$ cat config.mk
export PLATFORM = sky130hd
export DESIGN_NAME = fifo_rd_adapter
export DESIGN_NICKNAME = d
export VERILOG_FILES = /design/src/rtl/fifo_rd_pkg.sv /design/src/rtl/fifo_rd_buf.sv /design/src/rtl/fifo_rd_adapter.sv
export SDC_FILE = /design/constraint.sdc
export NUM_CORES = 1
export LEC_CHECK = 0
export CAP_MARGIN = 20
export CORE_MARGIN = 2
export CORE_UTILIZATION = 52
export CTS_BUF_LIST = sky130_fd_sc_hd__clkbuf_4 sky130_fd_sc_hd__clkbuf_8
export DETAILED_ROUTE_END_ITERATION = 16
export GPL_TIMING_DRIVEN = 0
export PLACE_DENSITY = 0.8
export SLEW_MARGIN = 25
export SYNTH_ARGS = -nofsm -noshare
export SYNTH_HDL_FRONTEND = slang
export SYNTH_SLANG_ARGS = --single-unit
$ cat constraint.sdc
create_clock -name clk -period 3.7 [get_ports clk]
set_input_delay 0.925 -clock clk [delete_from_list [all_inputs] [get_ports clk]]
set_output_delay 0.925 -clock clk [all_outputs]
set_load 0.05 [all_outputs]
$ cat src/rtl/fifo_rd_pkg.sv
// Shared widths and pointer helpers for the FIFO read-side adapter.
// Counts and pointers use CNT_W bits, which covers buffer depths up to MAX_BUF_DEPTH.
package fifo_rd_pkg;

  localparam int unsigned MAX_BUF_DEPTH = 127;
  localparam int unsigned CNT_W         = $clog2(MAX_BUF_DEPTH + 1) + 1;
  localparam int unsigned STAT_W        = 16;

  // The explicit compare lets the wrap work for depths that are not a power of two.
  function automatic logic [CNT_W-1:0] ptr_inc(input logic [CNT_W-1:0] ptr,
                                               input logic [CNT_W-1:0] depth);
    if (ptr == depth - CNT_W'(1)) begin
      return '0;
    end
    return ptr + CNT_W'(1);
  endfunction

endpackage

$ cat src/rtl/fifo_rd_buf.sv
// Circular holding buffer for the read adapter: storage, pointers, occupancy count.
// The head word is kept in a register so it holds its last value when the buffer drains.
module fifo_rd_buf
  import fifo_rd_pkg::*;
#(
  parameter int unsigned WIDTH     = 8,
  parameter int unsigned BUF_DEPTH = 3
) (
  input  logic             clk,
  input  logic             rst,
  input  logic             clear_i,
  input  logic             wr_en_i,
  input  logic [WIDTH-1:0] wr_data_i,
  input  logic             rd_en_i,
  output logic [CNT_W-1:0] count_o,
  output logic [WIDTH-1:0] rd_data_o
);

  localparam logic [CNT_W-1:0] DEPTH = CNT_W'(BUF_DEPTH);

  logic [WIDTH-1:0] mem_q [BUF_DEPTH];
  logic [CNT_W-1:0] wr_ptr_q, wr_ptr_d;
  logic [CNT_W-1:0] rd_ptr_q, rd_ptr_d;
  logic [CNT_W-1:0] count_q, count_d;
  logic [WIDTH-1:0] head_q, head_d;

  // The head only reloads when the buffer will be non-empty; a write landing on the new head slot is forwarded.
  always_comb begin
    wr_ptr_d = wr_en_i ? ptr_inc(wr_ptr_q, DEPTH) : wr_ptr_q;
    rd_ptr_d = rd_en_i ? ptr_inc(rd_ptr_q, DEPTH) : rd_ptr_q;
    count_d  = count_q + CNT_W'(wr_en_i) - CNT_W'(rd_en_i);
    head_d   = head_q;
    if (clear_i) begin
      wr_ptr_d = '0;
      rd_ptr_d = '0;
      count_d  = '0;
    end
    if (count_d != '0) begin
      if (wr_en_i && (wr_ptr_q == rd_ptr_d)) begin
        head_d = wr_data_i;
      end else begin
        head_d = mem_q[rd_ptr_d];
      end
    end
  end

  always_ff @(posedge clk) begin
    if (rst) begin
      wr_ptr_q <= '0;
      rd_ptr_q <= '0;
      count_q  <= '0;
      head_q   <= '0;
    end else begin
      wr_ptr_q <= wr_ptr_d;
      rd_ptr_q <= rd_ptr_d;
      count_q  <= count_d;
      head_q   <= head_d;
    end
  end

  always_ff @(posedge clk) begin
    if (wr_en_i) begin
      mem_q[wr_ptr_q] <= wr_data_i;
    end
  end

  assign count_o   = count_q;
  assign rd_data_o = head_q;

endmodule

$ cat src/rtl/fifo_rd_adapter.sv
// Drains a one-cycle-latency FIFO onto a valid/ready stream at full throughput.
// Define FIFO_RD_ADAPTER_STATS_EN to enable the saturating accepted-word counter.
module fifo_rd_adapter
  import fifo_rd_pkg::*;
#(
  parameter int unsigned WIDTH     = 8,
  parameter int unsigned BUF_DEPTH = 3
) (
  input  logic              clk,
  input  logic              rst,
  input  logic              flush,
  input  logic              fifo_empty,
  output logic              fifo_rd_en,
  input  logic [WIDTH-1:0]  fifo_rd_data,
  output logic              out_valid,
  input  logic              out_ready,
  output logic [WIDTH-1:0]  out_data,
  output logic [STAT_W-1:0] word_count
);

  localparam logic [CNT_W-1:0] DEPTH = CNT_W'(BUF_DEPTH);

  logic             inflight_q, inflight_d;
  logic [CNT_W-1:0] count;
  logic             capture;
  logic             pop;

  // Reserving space for the in-flight word keeps out_ready out of the read-issue path.
  always_comb begin
    fifo_rd_en = !fifo_empty && !flush && !rst && ((count + CNT_W'(inflight_q)) < DEPTH);
    inflight_d = fifo_rd_en;
  end

  always_ff @(posedge clk) begin
    if (rst) begin
      inflight_q <= 1'b0;
    end else begin
      inflight_q <= inflight_d;
    end
  end

  assign capture   = inflight_q && !flush;
  assign out_valid = (count != '0);
  assign pop       = out_valid && out_ready;

  fifo_rd_buf #(
    .WIDTH    (WIDTH),
    .BUF_DEPTH(BUF_DEPTH)
  ) u_buf (
    .clk      (clk),
    .rst      (rst),
    .clear_i  (flush),
    .wr_en_i  (capture),
    .wr_data_i(fifo_rd_data),
    .rd_en_i  (pop),
    .count_o  (count),
    .rd_data_o(out_data)
  );

`ifdef FIFO_RD_ADAPTER_STATS_EN
  logic [STAT_W-1:0] word_count_q, word_count_d;

  always_comb begin
    word_count_d = word_count_q;
    if (pop && (word_count_q != '1)) begin
      word_count_d = word_count_q + STAT_W'(1);
    end
  end

  always_ff @(posedge clk) begin
    if (rst) begin
      word_count_q <= '0;
    end else begin
      word_count_q <= word_count_d;
    end
  end

  assign word_count = word_count_q;
`else
  assign word_count = '0;
`endif

endmodule
---- Yosys cells after proc, flatten, opt, wreduce, memory -nomap -nowiden ----
Memories as Yosys holds them, arrays and structs flattened.
Index checks and enable logic that the tools add are counted.
storage, ports and cells
  bits in registers ....................... 33
  RAM bits ................................ 24
  input bits .............................. 13
  output and inout bits ................... 26
  word-level logic and storage cells ...... 39
  memories kept ........................... 1
cells by class
  add/sub/neg operators ................... 5
  magnitude comparators ................... 1
  equality and inequality tests ........... 3
  muxes and demuxes ....................... 12
  reductions and logical operators ........ 12
memories
  name         depth  width  rd ports  clocked after memory_dff  wr ports  line               text
  u_buf.mem_q  3      8      1         0                         1         fifo_rd_buf.sv:21  logic [WIDTH-1:0] mem_q [BUF_DEPTH];
operators with widths
  operator                                                                count
  8-bit 2-to-1 mux                                                        8
  8-bit by 1-bit adder with 8-bit output                                  2
  8-bit by 1-bit adder with 8-bit output (second input constant)          2
  8-bit by 2-bit equality test with 1-bit output (second input constant)  2
  8-bit nonzero test                                                      2
  8-bit equality test                                                     1
  8-bit by 2-bit < comparator with 1-bit output (second input constant)   1
  8-bit by 1-bit subtractor with 8-bit output                             1
  1-bit logical AND                                                       6
  1-bit 2-to-1 mux                                                        4
  1-bit zero test                                                         3
  2-bit OR reduction                                                      1

---- Logic depth before layout (Yosys ltp) ----
  depth in word-level cells ............... 8
  gate-level depth with buffers ........... 17
  depth with buffers taken out ............ 17

---- Cells and area by module ----
From an unflattened synthesis, not the netlist that was laid out.
second synthesis, totals
  cells, all modules ...................... 297
  area total of the unflattened synthesis .. 3114.2 µm²
modules (own cells, without submodules)
  module           instances  cells an instance  area each (µm²)
  fifo_rd_buf      1          262                2827.7
  fifo_rd_adapter  1          35                 286.5

---- Worst setup path after synthesis ----
OpenSTA, ideal clock, no wires.
  path kind ............................... input-to-output
  from .................................... input flush
  to ...................................... output fifo_rd_en
  arrival ................................. 3.361 ns
  slack ................................... -0.586 ns
  cell stages on the path ................. 6
  path buffers ............................ 2
  cells stage by stage .................... clkbuf_1 > or2_2 > clkbuf_1 > a211oi_1 > o2111ai_1 > nor4_1
on the way
  longest elaborated chain between the ends .. 4
ends and longest elaborated chain
  element                         line                   text
  from (decl)                     fifo_rd_adapter.sv:11  input logic flush,
  1-bit zero test                 fifo_rd_adapter.sv:30  fifo_rd_en = !fifo_empty && !flush && !rst && ((count + CNT_W'(inflight_q)) < DEPTH);
  1-bit logical AND (3 in a row)  fifo_rd_adapter.sv:30
  to (decl)                       fifo_rd_adapter.sv:13  output logic fifo_rd_en,
No other way between the ends.

---- Final worst setup path ----
  from .................................... register u_buf.count_q[5] (netlist: u_buf.count_o[5])
  to ...................................... register u_buf.head_q[2] (netlist: u_buf.rd_data_o[2])
on the way
  longest elaborated chain between the ends .. 7
  elaborated cells on any way between the ends .. 12
  classes of those cells .................. 2 x add/sub; 1 x eq/ne; 4 x mux; 4 x reduce/logical; 1 x memory
ends and longest elaborated chain
  element                                                                                         line               text
  from (decl)                                                                                     fifo_rd_buf.sv:24  logic [CNT_W-1:0] count_q, count_d;
  from (signal assigned)                                                                          fifo_rd_buf.sv:56  count_q <= count_d;
  parallel branches: the longest is 7 deep, another holds 8-bit by 1-bit adder with 8-bit output  -
  to (signal assigned)                                                                            fifo_rd_buf.sv:52  head_q <= '0;
  to (signal assigned)                                                                            fifo_rd_buf.sv:57  head_q <= head_d;
  to (decl)                                                                                       fifo_rd_buf.sv:25  logic [WIDTH-1:0] head_q, head_d;
Several ways; the timed one is not identified.
A chain may end at the register's enable or synchronous reset.

==> metrics <==
fmax 276.3 MHz; vias per cell 5.499; Cell Area, Synth 0.003317 mm2; I/O pin count 39; register area share after synthesis 0.4164; drt total wl 7288 um; hold_sp u_buf.rd_data_o[4]$_SDFFE_PP0P_; slowest stage cell, crit path or3_4; clk_skew 0.009792 ns; PwrDens 628.8 mW/mm2; die area 0.007033 mm2; Final HPWL DP 5121 um; combinational power share 0.461; CP endpoint kind flop; initial antenna violation count 0; synth unique cells 61; total global routing track utilization 0.2084; Crit path max-delay family compound AO/OA/AOI/OAI gates; Internal 1.599 mW; reg2reg start u_buf.count_o[5]$_SDFF_PP0_; placed cell area 0.003695 mm2; clock power share 0.243; First-pass DRT Iterations 4; sw frac 0.3876; startpoint types flop; final design utilization 0.6654; Starting Density 0.5315; Tcrit/Tclk final 0.9783; overall die width 83.87 um; Slew HR 0.3707; antenna-violating nets left 0; CTS tree built; number of max-cap violations 0; global-route wire length before repair 11440 um; Gate Count Post-Synth 329; via count 2568; Die H 83.87 um; Final GP Congestion 0.8961; status complete, no violations; most frequent cells in the layout dfxtp_1, buf_4, edfxtp_1; Crit Path Class reg -> reg; sw power 1.012 mW; grt total ovfl 0; share of post-route cells with drive strength above 1 0.2154; actual slew at the worst max-slew pin 0.9405 ns; Worst VDD drop 553.5 uV; unrepaired setup endpoints after global routing true; CP bufs+invs 4; Final min period 3.620 ns; clock slew seen by the registers of the worst setup and hold paths 0.06 ns; most common cell after layout, fill and taps aside dfxtp_1; cts hold-fix bufs 0; final antenna diode count 0; synthesized flop and latch total 57; vias in the first global route 2402; final-stage net count 423; maximum root-to-sink buffer count 2; clk sinks 57; H-tree levels 3; post-route setup slack 0.08020 ns; critical path data required time 3.97 ns; Avg Synthesized Cell Area 10.08 um2; synthesis warning total 0; number of enable flip-flop cells after synthesis 24; routed len/inst 15.61 um; Core ar. 0.006241 mm2; Async S/R FF share, synth 0; First DRT Iteration DRCs 181; crit-path max cell delay 0.41 ns; Worst-Skew Late Latency 0.34 ns; crit-path cells inv_4 -> ha_4 -> or3b_4 -> o21ai_4 -> inv_4 -> ha_4 -> inv_2 -> ha_4 -> fa_2 -> a21oi_2 -> o21bai_2 -> a21oi_2 -> o21bai_1 -> xor2_1 -> or3_4 -> a21oi_4 -> buf_12 -> o2bb2ai_1; area grow syn2layout 25.20%; Root Driver clkbuf_8; hold slack final 0.4790 ns; most used cell, CP ha_4; post-route cell area 0.004153 mm2; Final Max Tran Viols 0; Row Count 29; Setup WS pre-CTS -0.9034 ns; Pleak 1.603 nW; crit path from u_buf.count_o[5]$_SDFF_PP0_; worst-path fanout max 8; commonest register cell after synthesis dfxtp_1; Final Hold Viols 0; CTS Buf Count 9; Worst Path Arrival 3.89 ns; Residual DRC 0; pin count of the biggest net entering global routing 12; Hold Path Class reg -> reg; # setup viols final 0; Seq pwr share 0.297; Buffers on Ports 21
synthesized netlist by cell type, drive strengths merged, types with 10 or more instances:
cell type / n / area [um2]
nor2: 19 / 71.32
dfxtp: 33 / 660.6
a21oi: 14 / 70.07
nor3: 11 / 55.05
nand3: 10 / 50.05
ha: 24 / 300.3
nand2: 22 / 82.58
edfxtp: 24 / 720.7
mux2i: 19 / 190.2
inv: 20 / 75.07
and2: 10 / 62.56
o21ai: 12 / 71.32
buf: 18 / 135.1
area by class of cell:
class | count | area (um2)
plain buffers | 23 | 158.9
clock buffers | 10 | 131.4
clock inverters | 6 | 83.83
fillers | 484 | 2088
inverters | 20 | 82.58
multi-input cells | 243 | 1911
flip-flops and latches | 57 | 1389
well taps | 77 | 96.34
repair buffers | 31 | 300.3
through the flow:
step	total power [mW]	instances	setup TNS, ns
CTS	2.448	458	0
floorplan	1.550	344	0
global route	2.771	467	-0.4498
detailed placement	1.792	442	-7.362
finish	2.611	467	0
global placement	1.759	442	-6.859
path summary, 6_finish.rpt:
check | end | slack [ns] | depth (start not counted)
setup / recovery | u_buf.rd_data_o[2]$_SDFFE_PP0P_ | 0.08 | 18
hold / removal | u_buf.rd_data_o[4]$_SDFFE_PP0P_ | 0.48 | 1
setup reg to reg | u_buf.rd_data_o[2]$_SDFFE_PP0P_ | 0.08 | 18
hold reg to reg | u_buf.rd_data_o[4]$_SDFFE_PP0P_ | 0.48 | 1
worst register-to-register path: stages (launching register included):
cell	delay (ns)
dfxtp_4	0.36
inv_4	0.07
ha_4	0.14
or3b_4	0.39
o21ai_4	0.17
inv_4	0.07
ha_4	0.26
inv_2	0.04
ha_4	0.16
fa_2	0.37
a21oi_2	0.16
o21bai_2	0.12
a21oi_2	0.13
o21bai_1	0.10
xor2_1	0.18
or3_4	0.41
a21oi_4	0.18
buf_12	0.14
o2bb2ai_1	0.11
sequential cells by signal (all words and copies together), names as in the netlist:
register	flops
inflight_q	1
u_buf.count_o	8
u_buf.rd_ptr_q	8
u_buf.mem_q	24
u_buf.rd_data_o	8
u_buf.wr_ptr_q	8
logic make-up (layout without fill, tap and decap cells):
| group | count (synthesis) | in the layout | share of synthesized area |
|---|---|---|---|
| buffers and inverters | 44 | 90 | 0.07016 |
| other | 1 | 16 | 0.001131 |
| adders and majority gates | 25 | 25 | 0.09657 |
| and+or+nand+nor | 97 | 97 | 0.1596 |
| xor gates and xnor gates | 18 | 18 | 0.04753 |
| muxes | 20 | 20 | 0.06073 |
| AOI/OAI and AO/OA | 67 | 67 | 0.1479 |
| DFF | 57 | 57 | 0.4164 |
power groups by stage:
stage / clock [mW] / combinational, mW / sequential (mW)
2_1_floorplan: 0 / 0.732 / 0.818
3_3_place_gp: 0 / 0.984 / 0.774
3_5_place_dp: 0 / 1.01 / 0.778
4_1_cts: 0.636 / 1.04 / 0.769
5_1_grt: 0.668 / 1.32 / 0.783
6_report: 0.633 / 1.20 / 0.775
per-layer routing:
layer / vias up / part of all wire / GRT usage / routed length [um]
li1: 1292 / - / - / -
met1: 1204 / 0.43 / 0.2486 / 3129
met2: 57 / 0.51 / 0.3651 / 3733
met3: 15 / 0.034 / 0.04649 / 249
met4: 0 / 0.024 / 0.08065 / 176
met5: - / 0 / 0 / 0
timing repair:
item / 4_1_cts / 5_1_grt
buffers inserted: 1 / 9
gates resized for setup: 24 / 23
endpoints found under the hold margin: 0 / 0
pin swaps: 2 / 13
setup endpoints to repair: 9 / 9
(Power assumes the default switching activity.)
